## config.mk

```make
export PLATFORM = sky130hd
export DESIGN_NAME = pc_sequencer
export DESIGN_NICKNAME = d
export VERILOG_FILES = /design/src/rtl/pc_sequencer.sv
export SDC_FILE = /design/constraint.sdc
export NUM_CORES = 1
export LEC_CHECK = 0
export BUFFER_PORTS_ARGS = -buffer_cell sky130_fd_sc_hd__buf_2
export CAP_MARGIN = 30
export CORE_MARGIN = 2
export CORE_UTILIZATION = 31
export CTS_CLUSTER_DIAMETER = 200
export CTS_CLUSTER_SIZE = 40
export DETAILED_ROUTE_END_ITERATION = 10
export GPL_TIMING_DRIVEN = 1
export PLACE_DENSITY_LB_ADDON = 0.1
export SYNTH_ARGS = -nofsm -noshare
export SYNTH_HDL_FRONTEND = slang
export SYNTH_SLANG_ARGS = --single-unit
```

## constraint.sdc

```tcl
create_clock -name CLK -period 3.3 [get_ports CLK]
set_input_delay 0.495 -clock CLK [delete_from_list [all_inputs] [get_ports CLK]]
set_output_delay 0.495 -clock CLK [all_outputs]
set_load 0.03 [all_outputs]
```

## src/rtl/pc_sequencer.sv

```systemverilog
// pc_sequencer: owns the fetch program counter for the 16-bit datapath.
// Chooses PC+INC or a branch target each cycle, accepts resolved branches from
// decode with a hold-until-ack handshake, raises Flush for a fixed number of
// unstalled cycles after a taken branch, and supports Stall and Halt/Resume.
//
// Branch handshake: decode raises BranchReq (qualified by BranchTaken and
// BranchTarget) and holds all three stable until it sees BranchAck=1 in the
// same cycle; the accepting clock edge is the one at the end of that cycle.
// BranchAck is only ever given in RUN, never while Stall or Halt is high and
// never during reset, so a request outstanding at reset must be re-presented.

module pc_sequencer #(
    parameter int                 WIDTH        = 16,
    parameter logic [WIDTH-1:0]   RESET_PC     = '0,
    parameter int                 INC          = 1,
    parameter int                 FLUSH_CYCLES = 2
) (
    input  logic             CLK,
    input  logic             Reset_n,
    input  logic             Stall,
    input  logic             BranchReq,
    input  logic             BranchTaken,
    input  logic [WIDTH-1:0] BranchTarget,
    input  logic             Halt,
    input  logic             Resume,
    output logic [WIDTH-1:0] PC,
    output logic             PCSrc,
    output logic             PCWrite,
    output logic             BranchAck,
    output logic             Flush,
    output logic             Halted,
    output logic [1:0]       dbg_state
);

    typedef enum logic [1:0] {
        S_RUN      = 2'd0,
        S_REDIRECT = 2'd1,
        S_HALTED   = 2'd2
    } state_t;

    // Flush length is carried in a 4-bit down-counter (valid range 1..15).
    localparam logic [3:0]       FLUSH_LOAD = 4'(FLUSH_CYCLES);
    localparam logic [WIDTH-1:0] PC_STEP    = WIDTH'(INC);

    state_t           state;
    logic [3:0]       flush_count;
    logic [WIDTH-1:0] pc_next;
    logic             advance;

    assign dbg_state = state;

    // A cycle "advances" when we are sequencing and neither Stall nor Halt
    // holds us back; Stall outranks Halt, which outranks any branch.
    assign advance = Reset_n && (state != S_HALTED) && !Stall && !Halt;

    // Mux select, PC load enable and branch accept, all forced low in reset.
    always_comb begin
        PCSrc     = 1'b0;
        PCWrite   = 1'b0;
        BranchAck = 1'b0;
        if (advance) begin
            PCWrite = 1'b1;
            if (state == S_RUN && BranchReq) begin
                BranchAck = 1'b1;
                PCSrc     = BranchTaken;
            end
        end
    end

    // Next PC from the mux; the increment wraps modulo 2^WIDTH by design.
    always_comb begin
        pc_next = PC;
        if (PCWrite) begin
            if (PCSrc) begin
                pc_next = BranchTarget;
            end else begin
                pc_next = PC + PC_STEP;
            end
        end
    end

    // Sequencer FSM: PC, state, flush counter and the registered Flush/Halted.
    always_ff @(posedge CLK or negedge Reset_n) begin
        if (!Reset_n) begin
            PC          <= RESET_PC;
            state       <= S_RUN;
            flush_count <= 4'd0;
            Flush       <= 1'b0;
            Halted      <= 1'b0;
        end else begin
            case (state)
                S_RUN: begin
                    if (Stall) begin
                        // Frozen: nothing moves.
                    end else if (Halt) begin
                        state       <= S_HALTED;
                        flush_count <= 4'd0;
                        Flush       <= 1'b0;
                        Halted      <= 1'b1;
                    end else begin
                        PC <= pc_next;
                        if (BranchAck && BranchTaken) begin
                            state       <= S_REDIRECT;
                            flush_count <= FLUSH_LOAD;
                            Flush       <= 1'b1;
                        end
                    end
                end

                S_REDIRECT: begin
                    if (Stall) begin
                        // Frozen: Flush and the counter hold, stretching the flush.
                    end else if (Halt) begin
                        state       <= S_HALTED;
                        flush_count <= 4'd0;
                        Flush       <= 1'b0;
                        Halted      <= 1'b1;
                    end else begin
                        PC          <= pc_next;
                        flush_count <= flush_count - 4'd1;
                        if (flush_count == 4'd1) begin
                            state <= S_RUN;
                            Flush <= 1'b0;
                        end
                    end
                end

                S_HALTED: begin
                    // Stall and Halt are ignored here; Resume returns to RUN
                    // without touching the PC on the resume edge.
                    if (Resume) begin
                        state  <= S_RUN;
                        Halted <= 1'b0;
                    end
                end

                default: begin
                    state       <= S_RUN;
                    flush_count <= 4'd0;
                    Flush       <= 1'b0;
                    Halted      <= 1'b0;
                end
            endcase
        end
    end

endmodule

```

### Word-level counts from Yosys, hierarchy flattened

Index checks and enable logic that the tools add are counted.

* register bits: 24
* input port bits: 23
* output and inout port bits: 23

* add/sub/neg operators: 2
* eq/ne operators: 11
* multiplexer cells: 31
* bitwise gates (word level): 3
* reduce and logical (&&, ||, !) cells: 14

Operators by type and width (number)
* 2-to-1 mux 4 bit: 5
* adder 16 x 1 -> 16 bit, second input constant: 1
* 2-to-1 mux 16 bit: 1
* 2-to-1 mux 1 bit: 14
* 2-to-1 mux 2 bit: 7
* case mux 4 bit (3 select lines): 1
* != test 2 bit, second input constant: 5
* AND reduction 5 bit: 2
* AND reduction 4 bit: 2
* case mux 2 bit (3 select lines): 1
* logical AND 1 bit: 5
* == test 4 x 1 -> 1 bit, second input constant: 1
* subtractor 4 x 1 -> 4 bit, second input constant: 1
* != test 3 x 2 -> 1 bit, second input constant: 1
* != test 3 bit, second input constant: 1
* inverter 1 bit: 3
* case mux 1 bit (3 select lines): 1
* AND reduction 3 bit: 1
* == test 2 x 1 -> 1 bit, second input constant: 1
* == test 2 bit, second input constant: 1
* logical NOT 1 bit: 2
* logical NOT 2 bit: 1
* != test 2 x 1 -> 1 bit, second input constant: 1
* case mux 1 bit (2 select lines): 1
* OR reduction 2 bit: 1

### Longest topological paths before layout

Gate-level depths: netlist (run 1).

* word-level depth: 10
* depth in mapped cells: 6
* gate-level depth less buffers: 6

### Worst setup path before layout (run 1)

No wires, ideal clock.

* kind: reg-to-output
* start point: reg state[1], in the netlist dbg_state[1]
* end point: out BranchAck
* data arrival time: 2.150 ns
* required time: 2.805 ns
* slack: 0.655 ns
* stages on the path, launching flop included: 5
* buffers on the path: 2
* cell sequence: dfrtp_1 > buf_6 > or4b_4 > buf_2 > nor3b_1

* cells in the longest elaborated chain, start to end: 5
* elaborated cells on any way between the ends: 8
* those cells by class: 1 x eq/ne; 2 x mux; 5 x reduce/logical

Ends and longest elaborated chain
* from (decl): RTL line 45 `state_t state;`
* from (signal assigned): RTL line 86 `state <= S_RUN;`
* from (signal assigned): RTL line 96 `state <= S_HALTED;`
* from (signal assigned): RTL line 103 `state <= S_REDIRECT;`
* != test 2 bit: RTL line 54 `assign advance = Reset_n && (state != S_HALTED) && !Stall && !Halt;`
* logical AND 1 bit (3 in series): RTL line 54
* 2-to-1 mux 1 bit (*): RTL line 61 `if (advance) begin`
* to (decl): RTL line 29 `output logic BranchAck,`

Mark *: on every way between the ends. The rest lies on a longest branch, timed or not.

### Worst setup path after layout (run 1)

* start point: reg state[1], in the netlist dbg_state[1]
* end point: out PCSrc

* cells in the longest elaborated chain, start to end: 5
* elaborated cells on any way between the ends: 8
* those cells by class: 1 x eq/ne; 2 x mux; 5 x reduce/logical

Ends and longest elaborated chain
* != test 2 bit: RTL line 54
* logical AND 1 bit (3 in series): RTL line 54
* 2-to-1 mux 1 bit (*): RTL line 61
* to (decl): RTL line 27 `output logic PCSrc,`

Marked as above.

==> run metrics, run 1 <==
WL final 3890 um; ANT cells 0; pwr dens 612 mW/mm2; final setup fails 0; starting density of the core 32.7%; Seq pwr share 43.1%; Avg WL per Cell 15.3 um; Peak VDD IR 233 uV; 1st-pass router iterations 5; Hold Crit Class in -> async; vias post-DR 1,403; # IOs 46; Max Clk Rate 0.402 GHz; status completed; clock power share 16.0%; worst hold margin 0.244 ns; relative slew slack 72.2%; fin crit share 75.3%; Sum Neg Setup Slack 0 ns; number of H-tree levels 1; Die Wd 72.5 um; Avg Cell Area, Syn 8.87 um2; commonest non-fill, non-tap cell in the layout buf_2; Clock transition at path regs 0.08 ns; RePlAce Congestion 0.864; synthesized net count 190; Final #Nets 230; I/O Buffers 45; core area 0.00444 mm2; #FFs+latches synth 24; antenna viol nets, final 0; share of cells above drive strength 1 27.2%; clock sink total 24; Place WS 0.999 ns; register-to-register setup slack 1.45 ns; Reg2Reg Depth 5; max-cap violations 0; arrival time at the worst endpoint 1.99 ns; RSZ-0062 raised after global routing false; Net Sw Frac 43.7%; Int Power 599 uW; initial antenna violation count 0; CP Class reg -> out; net load switching power 465 uW; clk buf depth 2; skew final 0.00263 ns; Post-Synthesis Cells 164; Ys Warns 0; WL met1 1860 um; Comb pwr share 40.9%; Leakage Power 0.769 nW; post-CTS setup repair buffer count 0; Period minus WS final 2.48 ns; RR Startpoint dbg_state[1]; vias in the first global route 1,312; CP required 2.80 ns; full die area 0.00525 mm2; Resized cells post-CTS 0; GRT Residual Overflow 0; # hold bufs at CTS 0; Post-route DRC 0; Final HPWL DP 2800 um; Root Buffer clkbuf_8; post-route worst setup slack 0.815 ns; cell accounting for the most synthesized area dfrtp_1; row count 24; largest net degree at the start of global routing 40; # fillers 452; CTS tree yes; Yosys top cell area share 41.3%; metal2 WL 1800 um; first-pass GRT wire length 6280 um; commonest non-fill, non-tap cells in the layout buf_2 (45), dfrtp_1 (24), a21oi_1 (15), nand3_1 (14), o21ai_0 (14); total track usage 15.0%; count of cell types in the netlist 40; Worst-Skew Late Latency 0.26 ns; Die Y 72.5 um; most area-consuming cells after synthesis dfrtp_1 (41%), a21oi_1 (5.2%), nand3_1 (4.8%); Syn Std Cell Area 0.00145 mm2; Worst Path Max Fanout 21; Worst Setup Start Kind register; crit end category primary output; post-synthesis sequential area ratio 41.3%; worst-margin pin slew 0.406 ns; capturing point of the worst reg2reg path PC[14]; TritonCTS buffer count 3; number of DRC markers in iteration 0 83; Via density 5.52; Top Layer Used met4; met3 wire len 210 um; Tot Pwr 1.06 mW; P&R area growth vs syn 19.6%; Slew Limit Fails 0; Final Hold Vio Count 0
==> metrics by stage <==
stage | instances | area, um2 | utilization, %
2_1_floorplan | 164 | 1450 | -
3_3_place_gp | 251 | 1700 | 38.2
3_5_place_dp | 251 | 1700 | 38.2
4_1_cts | 254 | 1740 | 39.1
5_1_grt | 254 | 1740 | 39.1
6_report | 254 | 1740 | 39.1
==> cell usage after synthesis, drive strengths merged <==
cell type  instances
o211ai             1
a21o               1
a221o              1
o311ai             1
nand2b             6
o22a               1
nor3               2
nor2              10
and2               1
a31oi              1
nand3b             1
xnor2              1
a22oi              3
a311o              1
clkbuf             6
mux2i              1
nor3b              2
nand2             12
or4                1
and4               3
inv                3
a2bb2oi            7
or4b               2
or3                1
ha                 3
nand4              6
o22ai              5
dfrtp             24
buf                7
a21oi             15
nor4b              1
a21boi             1
a2111oi            1
and3               4
o21ai             14
nand3             14
==> critical path: stages, from the launching register on <==
cell and delay (ns):
dfrtp_1 0.51, or4b_4 0.73, nor2_2 0.25, buf_2 0.23
==> state kept, by name, summed over array words and instances, names as in the netlist <==
signal       flops
PC              16
flush_count      4
dbg_state        2
Flush            1
Halted           1
==> how the worst max path moves through the flow <==
stage | from | end | cells after the start
detailed placement | Halt | PCSrc | 4
global placement | Halt | PCSrc | 4
finish | dbg_state[1] | PCSrc | 3
floorplan | dbg_state[1] | BranchAck | 4
CTS | dbg_state[1] | PCSrc | 3
global route | dbg_state[1] | PCSrc | 3
==> power by group through the flow <==
stage	Sequential (mW)	Combinational [mW]	Clock (mW)
after floorplan	0.578	0.183	0
after global placement	0.459	0.432	0
after detailed placement	0.464	0.440	0
after CTS	0.457	0.442	0.177
after global routing	0.474	0.473	0.195
final	0.459	0.435	0.171
==> logic make-up after synthesis <==
group           Yosys count  share of synthesized area, %
compound gates           53                          23.1
flops                    24                          41.3
xor+xnor                  1                         0.603
mux                       1                         0.688
buf+inv                  16                          5.51
simple gates             66                          26.2
fa+ha+maj                 3                          2.58
==> layout make-up <==
| type | count | area [um2] | area share, % |
|---|---|---|---|
| Inverter | 3 | 11.3 | 0.647 |
| Tap cell | 52 | 65.1 | 3.74 |
| Timing Repair Buffer | 48 | 248 | 14.2 |
| Sequential cell | 24 | 601 | 34.5 |
| Multi-Input combinational cell | 124 | 773 | 44.5 |
| Clock buffer | 3 | 41.3 | 2.37 |
==> routing by layer <==
metal / global-route usage [%] / vias up
li1: - / 691
met4: 3.09 / 0
met3: 2.64 / 2
met2: 25.2 / 47
met5: 0 / -
met1: 20.5 / 663
(Power assumes the default switching activity.)
==> run 2: changes to the inputs <==
--- a/config.mk
+++ b/config.mk
@@ -5,6 +5,7 @@
 export SDC_FILE = /design/constraint.sdc
 export NUM_CORES = 1
 export LEC_CHECK = 0
+export ABC_AREA = 1
 export BUFFER_PORTS_ARGS = -buffer_cell sky130_fd_sc_hd__buf_2
 export CAP_MARGIN = 30
 export CORE_MARGIN = 2
==> constraint.sdc (replaced) <==
create_clock -name CLK -period 2.6 [get_ports CLK]
set_input_delay 0.39 -clock CLK [delete_from_list [all_inputs] [get_ports CLK]]
set_output_delay 0.39 -clock CLK [all_outputs]
set_load 0.03 [all_outputs]
==> run 2 against run 1 <==
  * Sequential power increased by 51%
  * Total power increased by 70%
  * Combinational power increased by 99%
  * Critical endpoint unchanged
  * Cell area increased by 16%
==> run metrics, run 2 <==
status completed (unchanged); most area-consuming cells after synthesis dfrtp_1 (36%), nand2_1 (19%), nand3_1 (8.4%) (was dfrtp_1 (41%), a21oi_1 (5.2%), nand3_1 (4.8%)); vias in the first global route 1,489 (was 1,312); Hold Crit Class in -> async (unchanged); WP buf/inv 2 (was 1); largest register by flop count PC (unchanged); antenna viol nets, final 0 (unchanged); Placed Cells incl. Taps 370 (was 251); starting density of the core 32.5% (was 32.7%); core area 0.00514 mm2 (was 0.00444 mm2); Final Hold Vio Count 0 (unchanged); Worst Path Max Fanout 12 (was 21); TritonCTS buffer count 3 (unchanged); Worst-Skew Late Latency 0.27 ns (was 0.26 ns); first-pass GRT wire length 7190 um (was 6280 um); P&R area growth vs syn 20.4% (was 19.6%); Avg WL per Cell 10.9 um (was 15.3 um); synthesized net count 285 (was 190); final setup fails 0 (unchanged); Worst Setup Start Kind register (unchanged); I/O Buffers 45 (unchanged); clock sink total 24 (unchanged); final cell count without fillers 374 (was 254); cell accounting for the most synthesized area dfrtp_1 (unchanged); full die area 0.00599 mm2 (was 0.00525 mm2); Multi-input gate area 903 um2 (was 773 um2); RePlAce Congestion 0.738 (was 0.864); Resized cells post-CTS 0 (unchanged); skew final 0.0119 ns (was 0.00263 ns); Root Buffer clkbuf_8 (unchanged); post-synthesis sequential area ratio 36.0% (was 41.3%); pwr dens 901 mW/mm2 (was 612 mW/mm2); vias post-DR 1,666 (was 1,403); Die Y 77.4 um (was 72.5 um); Tot Pwr 1.81 mW (was 1.06 mW); max reg flops 16 (unchanged); Post-route DRC 0 (unchanged); Max Clk Rate 0.516 GHz; row count 26 (was 24); #FFs+latches synth 24 (unchanged); total track usage 14.7% (was 15.0%); Die Wd 77.4 um (was 72.5 um); commonest non-fill, non-tap cell in the layout nand2_1 (was buf_2); final core occ 39.1% (about the same); Via density 4.45 (was 5.52); Post-Synthesis Cells 259 (was 164); family with the most delay on the worst path flip-flops (was simple AND/OR/NAND/NOR gates); slowest cell delay on critical path 0.48 ns (was 0.73 ns); critical path, cell by cell nor2_2 -> nand3_1 -> nor2_1 -> buf_4 -> buf_2 (was or4b_4 -> nor2_2 -> buf_2); CP required 2.21 ns (was 2.80 ns); commonest non-fill, non-tap cells in the layout nand2_1 (83), buf_2 (45), nor2_1 (37), inv_1 (29), nand3_1 (28) (was buf_2 (45), dfrtp_1 (24), a21oi_1 (15), nand3_1 (14), o21ai_0 (14)); Period minus WS final 1.94 ns; arrival time at the worst endpoint 1.55 ns (was 1.99 ns); Avg Cell Area, Syn 6.45 um2 (was 8.87 um2); relative slew slack 66.2% (was 72.2%); # hold bufs at CTS 0 (unchanged); count of cell types in the netlist 24 (was 40); initial antenna violation count 0 (unchanged); RSZ-0062 raised after global routing false (unchanged); max-cap violations 0 (unchanged); crit end category primary output (unchanged); 1st-pass router iterations 4 (was 5); most common cell in the netlist nand2_1 (was dfrtp_1); EDFF count, synth 0 (unchanged); Final #Nets 331 (was 230); post-CTS setup repair buffer count 0 (unchanged); WL final 4070 um (was 3890 um); Leakage Power 1.12 nW (was 0.769 nW); Reg2Reg Depth 5 (unchanged); # IOs 46 (unchanged); Ys Warns 0 (unchanged); Async S/R FF share, synth 100% (unchanged); clk buf depth 2 (unchanged); FF+latch area 601 um2 (unchanged); Post-synth top cells nand2_1 (83), nor2_1 (37), inv_1 (29), nand3_1 (28), dfrtp_1 (24) (was dfrtp_1 (24), a21oi_1 (15), nand3_1 (14), o21ai_0 (14), nand2_1 (12)); worst-margin pin slew 0.505 ns (was 0.406 ns); Top FF cell, synth dfrtp_1 (unchanged); number of H-tree levels 1 (unchanged); Clock transition at path regs 0.09 ns (was 0.08 ns); CTS tree yes (unchanged); share of cells above drive strength 1 21.4% (was 27.2%); CP Class reg -> out (unchanged); critical path's slowest cell dfrtp_1 (was or4b_4); number of DRC markers in iteration 0 69 (was 83); GRT Residual Overflow 0 (unchanged); fin crit share 74.5%; Yosys top cell area share 36.0% (was 41.3%); Syn Std Cell Area 0.00167 mm2 (was 0.00145 mm2); Sum Neg Setup Slack 0 ns (unchanged); largest net degree at the start of global routing 27 (was 40); ANT cells 0 (unchanged); worst hold margin 0.110 ns (was 0.244 ns); # fillers 614 (was 452); Critical Path Stages 5 (was 3); Final HPWL DP 3090 um (was 2800 um); Peak VDD IR 311 uV (was 233 uV); Slew Limit Fails 0 (unchanged)
[run 2: cell types whose count changed after synthesis, moves of 8 or more]
cell	change
o21ai_0	-8
nand2_1	+71
a21oi_1	-10
nand3_1	+14
inv_1	+26
nor2_1	+28
o21ai_1	+12
[run 2: cells by family after synthesis]
family | share of synthesized area [%]
AO/OA/AOI/OAI | 6.89
flip-flops | 36.0
adder cells (fa/ha/maj) | 2.25
buffers and inverters | 9.96
XOR/XNOR | 2.62
AND/OR/NAND/NOR | 42.3
[run 2: final timing paths]
path / end / slack, ns / startpoint
worst max-delay path: PCSrc / 0.66 / dbg_state[0]
min in group CLK: PC[0] / 0.39 / BranchTarget[0]
worst min-delay path: PC[2] / 0.11 / Reset_n
max in group asynchronous: dbg_state[0] / 2.24 / Reset_n
worst max register to register: PC[1] / 0.97 / dbg_state[1]
worst min register to register: Flush / 0.49 / Flush
[run 2: per-layer routing]
metal | wire, um | GRT usage, % | vias to the layer above
li1 | - | - | 902
met1 | 2170 | 21.5 | 732
met2 | 1710 | 22.8 | 30
met3 | 157 | 1.98 | 2
met4 | 31 | 4.11 | 0
met5 | 0 | 0 | -
[run 2: where the power goes]
part           internal (mW)  switching (mW)
clock network          0.135           0.122
logic                  0.282           0.581
registers              0.504           0.187
total                  0.921           0.890
[run 2: final cells by class]
type	count	share of cell area [%]
multi-input cells	196	44.9
flip-flops and latches	24	29.9
repair buffers	47	11.9
inverters	33	6.16
well taps	70	4.36
clock buffers	4	2.74
[run 2: stage by stage]
step | cell area [um2] | setup slack [ns]
2_1_floorplan | 1670 | 0.886
3_3_place_gp | 1960 | 0.887
3_5_place_dp | 1960 | 0.867
4_1_cts | 2010 | 0.628
5_1_grt | 2010 | 0.487
6_report | 2010 | 0.663
